==> config.mk <==
export PLATFORM = sky130hd
export DESIGN_NAME = group_leaf_switch
export DESIGN_NICKNAME = d
export VERILOG_FILES = /design/src/rtl/group_leaf_switch.sv
export SDC_FILE = /design/constraint.sdc
export NUM_CORES = 1
export LEC_CHECK = 0
export ABC_AREA = 0
export CORE_MARGIN = 8
export CORE_UTILIZATION = 45
export CTS_CLUSTER_DIAMETER = 60
export CTS_CLUSTER_SIZE = 16
export DETAILED_ROUTE_END_ITERATION = 8
export PLACE_DENSITY = 0.65
export REMOVE_ABC_BUFFERS = 1
export SYNTH_ARGS = -nofsm -noshare
export SYNTH_HDL_FRONTEND = slang
export SYNTH_SLANG_ARGS = --single-unit
==> constraint.sdc <==
create_clock -name clk -period 7.63 [get_ports clk]
set_clock_uncertainty 0.15 [all_clocks]
set_input_delay 1.526 -clock clk [delete_from_list [all_inputs] [get_ports clk]]
set_output_delay 1.526 -clock clk [all_outputs]
set_load 0.01 [all_outputs]
==> src/rtl/group_leaf_switch.sv <==
// group_leaf_switch: 5-input / 5-output group switch (4 leaf NIs + spine uplink).
// Each input owns a FIFO whose head sits in a register loaded from the memory, so a
// flit spends one cycle in the memory and one in the head stage before it can win
// an output. Heads are routed on their group/leaf header and round-robin arbitrated
// per output; leaf outputs are one-cycle pulses, the uplink output is a holding stage.
module group_leaf_switch #(
  parameter int DATA_W     = 16,
  parameter int GROUP_ID   = 5,
  parameter int FIFO_DEPTH = 4
) (
  input  logic                  clk,
  input  logic                  reset,
  input  logic [4*DATA_W-1:0]   loc_in_data,
  input  logic [3:0]            loc_in_valid,
  output logic [3:0]            loc_in_ready,
  output logic [4*DATA_W-1:0]   loc_out_data,
  output logic [3:0]            loc_out_valid,
  input  logic [DATA_W-1:0]     up_in_data,
  input  logic                  up_in_valid,
  output logic                  up_in_ready,
  output logic [DATA_W-1:0]     up_out_data,
  output logic                  up_out_valid,
  input  logic                  up_out_ready,
  output logic [7:0]            drop_count
);

  localparam int NI = 5;                    // inputs 0-3 leaves, 4 uplink
  localparam int AW = $clog2(FIFO_DEPTH);
  localparam int CW = AW + 1;
  localparam logic [3:0]    GRP      = 4'(GROUP_ID);
  localparam logic [CW-1:0] FULL_CNT = CW'(FIFO_DEPTH);
  localparam logic [CW-1:0] RDY_MAX  = CW'(FIFO_DEPTH - 2);

  logic [DATA_W-1:0] w_in_data [NI];
  logic [DATA_W-1:0] w_head    [NI];
  logic [CW-1:0]     w_cnt     [NI];
  logic [2:0]        w_dst     [NI];
  logic [2:0]        w_gidx    [NI];
  logic [NI-1:0]     w_in_vld, w_full, w_push, w_pop, w_hdrop, w_fwd, w_fdrop, w_gnt;
  logic              w_up_free;
  logic [3:0]        w_drop_sum;
  logic [8:0]        w_drop_tot;
  logic              r_up_vld;
  logic [DATA_W-1:0] r_up_data;
  logic [7:0]        r_drop;

  assign w_up_free    = !r_up_vld || up_out_ready;
  assign up_in_ready  = !w_full[NI-1];
  assign up_out_valid = r_up_vld;
  assign up_out_data  = r_up_data;
  assign drop_count   = r_drop;

  genvar gi;

  // Input FIFOs with registered head stage, plus header decode of the head.
  for (gi = 0; gi < NI; gi++) begin : g_in
    logic [DATA_W-1:0] r_mem [FIFO_DEPTH];
    logic [AW-1:0]     r_wp, r_rp;
    logic [CW-1:0]     r_mcnt;
    logic              r_hv;
    logic [DATA_W-1:0] r_hd;
    logic              w_load;
    logic [3:0]        w_grp;
    logic [1:0]        w_leaf;

    if (gi < 4) begin : g_leaf
      assign w_in_data[gi]    = loc_in_data[gi*DATA_W +: DATA_W];
      assign w_in_vld[gi]     = loc_in_valid[gi];
      // NI launches regardless of ready; anything hitting a full FIFO is lost
      assign w_fdrop[gi]      = loc_in_valid[gi] && w_full[gi];
      assign loc_in_ready[gi] = (w_cnt[gi] <= RDY_MAX);
    end else begin : g_up
      assign w_in_data[gi] = up_in_data;
      assign w_in_vld[gi]  = up_in_valid;
      assign w_fdrop[gi]   = 1'b0;
    end

    // occupancy counts the head register as well as the memory
    assign w_cnt[gi]  = r_mcnt + CW'(r_hv);
    assign w_full[gi] = (w_cnt[gi] == FULL_CNT);
    assign w_push[gi] = w_in_vld[gi] && !w_full[gi];
    assign w_load     = (r_mcnt != '0) && (!r_hv || w_pop[gi]);
    assign w_head[gi] = r_hd;

    assign w_grp       = r_hd[DATA_W-1 -: 4];
    assign w_leaf      = r_hd[DATA_W-5 -: 2];
    // group 0 is never valid; spine traffic for another group would U-turn
    assign w_hdrop[gi] = r_hv && ((w_grp == 4'd0) || ((gi == NI-1) && (w_grp != GRP)));
    assign w_fwd[gi]   = r_hv && !w_hdrop[gi];
    assign w_dst[gi]   = (w_grp == GRP) ? {1'b0, w_leaf} : 3'd4;

    // FIFO storage write and registered read into the head stage
    always_ff @(posedge clk) begin
      if (w_push[gi]) r_mem[r_wp] <= w_in_data[gi];
      if (w_load)     r_hd <= r_mem[r_rp];
    end

    // FIFO pointers, memory count and head-valid flag
    always_ff @(posedge clk or posedge reset) begin
      if (reset) begin
        r_wp   <= '0;
        r_rp   <= '0;
        r_mcnt <= '0;
        r_hv   <= 1'b0;
      end else begin
        if (w_push[gi]) r_wp <= r_wp + AW'(1);
        if (w_load)     r_rp <= r_rp + AW'(1);
        case ({w_push[gi], w_load})
          2'b10:   r_mcnt <= r_mcnt + CW'(1);
          2'b01:   r_mcnt <= r_mcnt - CW'(1);
          default: r_mcnt <= r_mcnt;
        endcase
        if (w_load)          r_hv <= 1'b1;
        else if (w_pop[gi])  r_hv <= 1'b0;
      end
    end
  end

  // Per-output round-robin arbiters (outputs 0-3 leaves, 4 uplink).
  for (gi = 0; gi < NI; gi++) begin : g_out
    logic [2:0]    r_ptr;
    logic [NI-1:0] w_req;
    logic          w_found;
    logic [2:0]    w_sel;
    logic          w_en;

    // uplink may only be granted when its holding stage can take a flit
    assign w_en = (gi < 4) ? 1'b1 : w_up_free;

    // collect heads that request this output
    always_comb begin
      w_req = '0;
      for (int i = 0; i < NI; i++) w_req[i] = w_fwd[i] && (w_dst[i] == 3'(gi));
    end

    // first requester searching upward from ptr+1
    always_comb begin
      w_found = 1'b0;
      w_sel   = '0;
      for (int k = 1; k <= NI; k++) begin
        if (!w_found && w_req[3'((int'(r_ptr) + k) % NI)]) begin
          w_found = 1'b1;
          w_sel   = 3'((int'(r_ptr) + k) % NI);
        end
      end
    end

    assign w_gnt[gi]  = w_found && w_en;
    assign w_gidx[gi] = w_sel;

    // priority pointer follows the last winner
    always_ff @(posedge clk or posedge reset) begin
      if (reset)          r_ptr <= 3'd4;
      else if (w_gnt[gi]) r_ptr <= w_sel;
    end

    if (gi < 4) begin : g_leaf_out
      logic              r_vld;
      logic [DATA_W-1:0] r_data;
      assign loc_out_valid[gi]                 = r_vld;
      assign loc_out_data[gi*DATA_W +: DATA_W] = r_data;

      // leaf output register: one-cycle pulse, data holds between flits
      always_ff @(posedge clk or posedge reset) begin
        if (reset) begin
          r_vld  <= 1'b0;
          r_data <= '0;
        end else begin
          r_vld <= w_gnt[gi];
          if (w_gnt[gi]) r_data <= w_head[w_sel];
        end
      end
    end
  end

  // a head leaves its FIFO when dropped or when any output grants it
  always_comb begin
    w_pop = w_hdrop;
    for (int o = 0; o < NI; o++)
      for (int i = 0; i < NI; i++)
        if (w_gnt[o] && (w_gidx[o] == 3'(i))) w_pop[i] = 1'b1;
  end

  // total drops this cycle from full leaf FIFOs and discarded heads
  always_comb begin
    w_drop_sum = '0;
    for (int i = 0; i < NI; i++)
      w_drop_sum = w_drop_sum + 4'(w_fdrop[i]) + 4'(w_hdrop[i]);
    w_drop_tot = 9'(r_drop) + 9'(w_drop_sum);
  end

  // uplink holding stage and saturating drop counter
  always_ff @(posedge clk or posedge reset) begin
    if (reset) begin
      r_up_vld  <= 1'b0;
      r_up_data <= '0;
      r_drop    <= '0;
    end else begin
      if (w_gnt[NI-1]) begin
        r_up_vld  <= 1'b1;
        r_up_data <= w_head[w_gidx[NI-1]];
      end else if (up_out_ready) begin
        r_up_vld  <= 1'b0;
      end
      r_drop <= (w_drop_tot > 9'd255) ? 8'hFF : w_drop_tot[7:0];
    end
  end

endmodule

==> flow_metrics.py <==
metrics = {
    "sta": {
        "max_slew_margin": 0.0781,
        "hold_violations": 0,
        "clock.fmax_mhz": 139,
        "final.min_clock_period_ns": 7.18,
        "slew_violations": 0,
        "fin_ws_ns": 0.454,
        "rsz0062_at_grt": "false",
        "setup_violations": 0,
        "worst_pin_slew_ns": 1.37,
        "finalCritPeriodShare": 0.941,
    },
    "routing": {
        "wl_per_cell_um": 24.0,
        "routed_wl_um": 93600,
        "ant_nets": 0,
        "via_count": 23700,
        "drt_iter0_drc": 2069,
        "first_pass_iters": 6,
        "vias_per_cell": 6.09,
        "drc": 0,
    },
    "synthesis": {
        "yosys.cell_count.top_type": "edfxtp_1",
        "yosysTopAreaCellShare": 0.368,
        "synthTopCellsByCount": "400 x edfxtp_1, 177 x nand2_1, 172 x ha_1",
        "syn_area_per_cell_um2": 11.8,
        "ys_seq_area_frac": 0.482,
        "synth_ff_type": "edfxtp_1",
        "yosys-top-cells-area": "edfxtp_1 37%, dfrtp_1 11%, ha_1 6.6%",
        "synth_seq_cells": 548,
        "synth_area_um2": 32600,
        "ys_warn_count": 0,
        "netlist_instances": 2765,
        "synth.largest_area_cell": "edfxtp_1",
        "synth_edf_count": 400,
        "async_flop_share": 0.270,
        "yosysUniqueCellTypes": 119,
    },
    "setup_path": {
        "crit_path_end_kind": "flop",
        "worstPathRequired_ns": 8.01,
        "critPathMaxStageDelay_ns": 0.73,
        "crit_chain": "inv_1 > ha_1 > o21ai_1 > nand2_1 > xnor2_1 > ha_1 > fa_1 > a21boi_0 > nand3_1 > xnor2_1 > a311oi_1 > o221ai_1 > or4_4 > o32ai_2 > o21a_1 > a22oi_4 > a31oi_2 > ha_1 > inv_1 > fa_1 > xor2_1 > nor2_1 > xor2_1",
        "start_kind": "flop",
        "cp_max_fo": 15,
        "critical_path.most_common_cell": "ha_1",
        "regToRegSetupSlack_ns": 0.45,
        "worst_path_max_delay_cell": "dfstp_2",
        "criticalPathCategory": "reg2reg",
        "crit_buf_inv": 2,
        "path_delay_family": "compound AO/OA/AOI/OAI gates",
        "cp.arrival_ns": 7.56,
    },
    "placed_design": {
        "dp_hpwl_um": 70700,
        "dpl_worst_slack_ns": 0.148,
        "globalplace.congestion": 0.931,
        "portBuffers": 185,
    },
    "floorplanning": {
        "dieArea_um2": 81300,
        "core_area_um2": 71600,
        "top_level_ports": 186,
        "rows": 98,
        "fp.dieW_um": 285,
        "die_h_um": 285,
        "start_util": 0.455,
    },
    "finish": {
        "area_growth_pct": 13.4,
        "fill_cells": 6139,
        "nNetsFinal": 3180,
        "layout-drive-gt1-share": 0.124,
    },
    "status": {
        "run_status": "finished, final reports clean",
    },
    "hold_path": {
        "hold_path_class": "reg2reg",
    },
    "cts": {
        "cts_inserted_buffers": 46,
        "clk_path_buf_depth": 3,
        "cts_setup_buffers": 0,
        "clkSinkCount": 548,
        "cts_tree": "built",
        "htree_levels": 2,
        "clk_pin_slew_ns": 0.07,
        "cts_root_buf": "clkbuf_16",
        "clock_latency_ns": 0.62,
    },
    "global_route": {
        "grt_max_degree": 80,
        "grt_pass1_wl_um": 142000,
        "grt_antenna_before_repair": 3,
        "grt_pass1_vias": 23700,
        "grt_usage": 0.222,
        "overflow": 0,
    },
    "flow_run": {
        "drv_cap": 0,
    },
}
kinds of logic (layout without fill, tap and decap cells):
kind of cell,Yosys count,count (layout),share of synthesized area
muxes,226,226,0.107
xor gates and xnor gates,85,85,0.0246
DFF,548,548,0.482
buffers and inverters,290,470,0.0362
and+or+nand+nor,750,750,0.125
AOI/OAI and AO/OA,681,681,0.152
other,0,1,0
adders and majority gates,185,185,0.0740
flip-flops by register name (all words and copies together) (netlist names), 8 cells and up:
| register | count |
|---|---|
| up_out_data | 16 |
| g_in.r_mem | 320 |
| g_in.r_wp | 10 |
| g_in.r_rp | 10 |
| g_in.r_hd | 80 |
| g_in.r_mcnt | 15 |
| drop_count | 8 |
| g_out.g_leaf_out.r_data | 64 |
| g_out.r_ptr | 15 |
worst register-to-register path: stages, from the launching register on:
cell and delay (ns):
dfstp_2 0.73, inv_1 0.22, ha_1 0.43, o21ai_1 0.28
nand2_1 0.10, xnor2_1 0.22, ha_1 0.22, fa_1 0.17
a21boi_0 0.32, nand3_1 0.31, xnor2_1 0.25, a311oi_1 0.39
o221ai_1 0.32, or4_4 0.53, o32ai_2 0.40, o21a_1 0.65
a22oi_4 0.13, a31oi_2 0.24, ha_1 0.22, inv_1 0.06
fa_1 0.38, xor2_1 0.15, nor2_1 0.12, xor2_1 0.15
layout by cell type (no fill, tap or decap), types with 44 or more instances in the layout:
cell type	n
edfxtp_1	400
clkdlybuf4s50_1	185
nand2_1	177
ha_1	171
o21ai_0	149
inv_1	147
dfrtp_1	142
nor2_1	120
a21oi_1	104
mux4_2	93
mux2i_1	92
xnor2_1	53
nand3_1	52
nor3_1	50
nand2b_1	48
clkbuf_16	48
buf_4	44
path summary, 6_finish.rpt:
path | startpoint | end | cells past startpoint
max | g_out[3].r_ptr[2]$_DFFE_PP1P_ | g_in[1].r_mcnt[2]$_DFFE_PP0P_ | 23
min | g_out[2].g_leaf_out.r_data[12]$_DFFE_PP0P_ | g_out[2].g_leaf_out.r_data[12]$_DFFE_PP0P_ | 1
max reg2reg | g_out[3].r_ptr[2]$_DFFE_PP1P_ | g_in[1].r_mcnt[2]$_DFFE_PP0P_ | 23
min reg2reg | g_out[2].g_leaf_out.r_data[12]$_DFFE_PP0P_ | g_out[2].g_leaf_out.r_data[12]$_DFFE_PP0P_ | 1
max in group asynchronous | reset | g_out[1].r_ptr[1]$_DFFE_PP0P_ | 3
min in group asynchronous | reset | drop_count[6]$_DFF_PP0_ | 2
layout make-up:
type	instances	area (um^2)	share of cell area
multi-input cells	1927	15800	0.426
flip-flops and latches	548	15700	0.425
repair buffers	229	2180	0.0590
clock buffers	70	1280	0.0347
well taps	950	1190	0.0321
inverters	155	589	0.0159
clock inverters	16	241	0.00653
diodes	1	2.50	0.0000677
repair_timing:
item,CTS,global route
resized for setup,0,9
endpoints found under the setup margin,0,23
hold buffers,0,0
routing by layer:
metal | global-route usage | up-vias | share of wire | routed length [um]
met5 | 0 | - | 0.00025 | 23
met4 | 0.0776 | 4 | 0.036 | 3400
met3 | 0.0397 | 172 | 0.065 | 6090
met2 | 0.379 | 801 | 0.49 | 45500
met1 | 0.284 | 11900 | 0.41 | 38600
li1 | - | 10900 | - | -
through the flow:
stage | cell area [um^2] | hold WS [ns] | utilization | TNS [ns] | std cells
3_3_place_gp | 35400 | 0.300 | 0.495 | 0 | 3809
4_1_cts | 36900 | 0.318 | 0.516 | 0 | 3895
3_5_place_dp | 35400 | 0.301 | 0.495 | 0 | 3809
5_1_grt | 37000 | 0.347 | 0.516 | 0 | 3895
6_report | 37000 | 0.315 | 0.516 | 0 | 3896
2_1_floorplan | 32000 | 0.333 | - | -0.930 | 2630
Power is not shown: default switching activity piles up to over one toggle a cycle in this logic, so the estimate is an artifact.
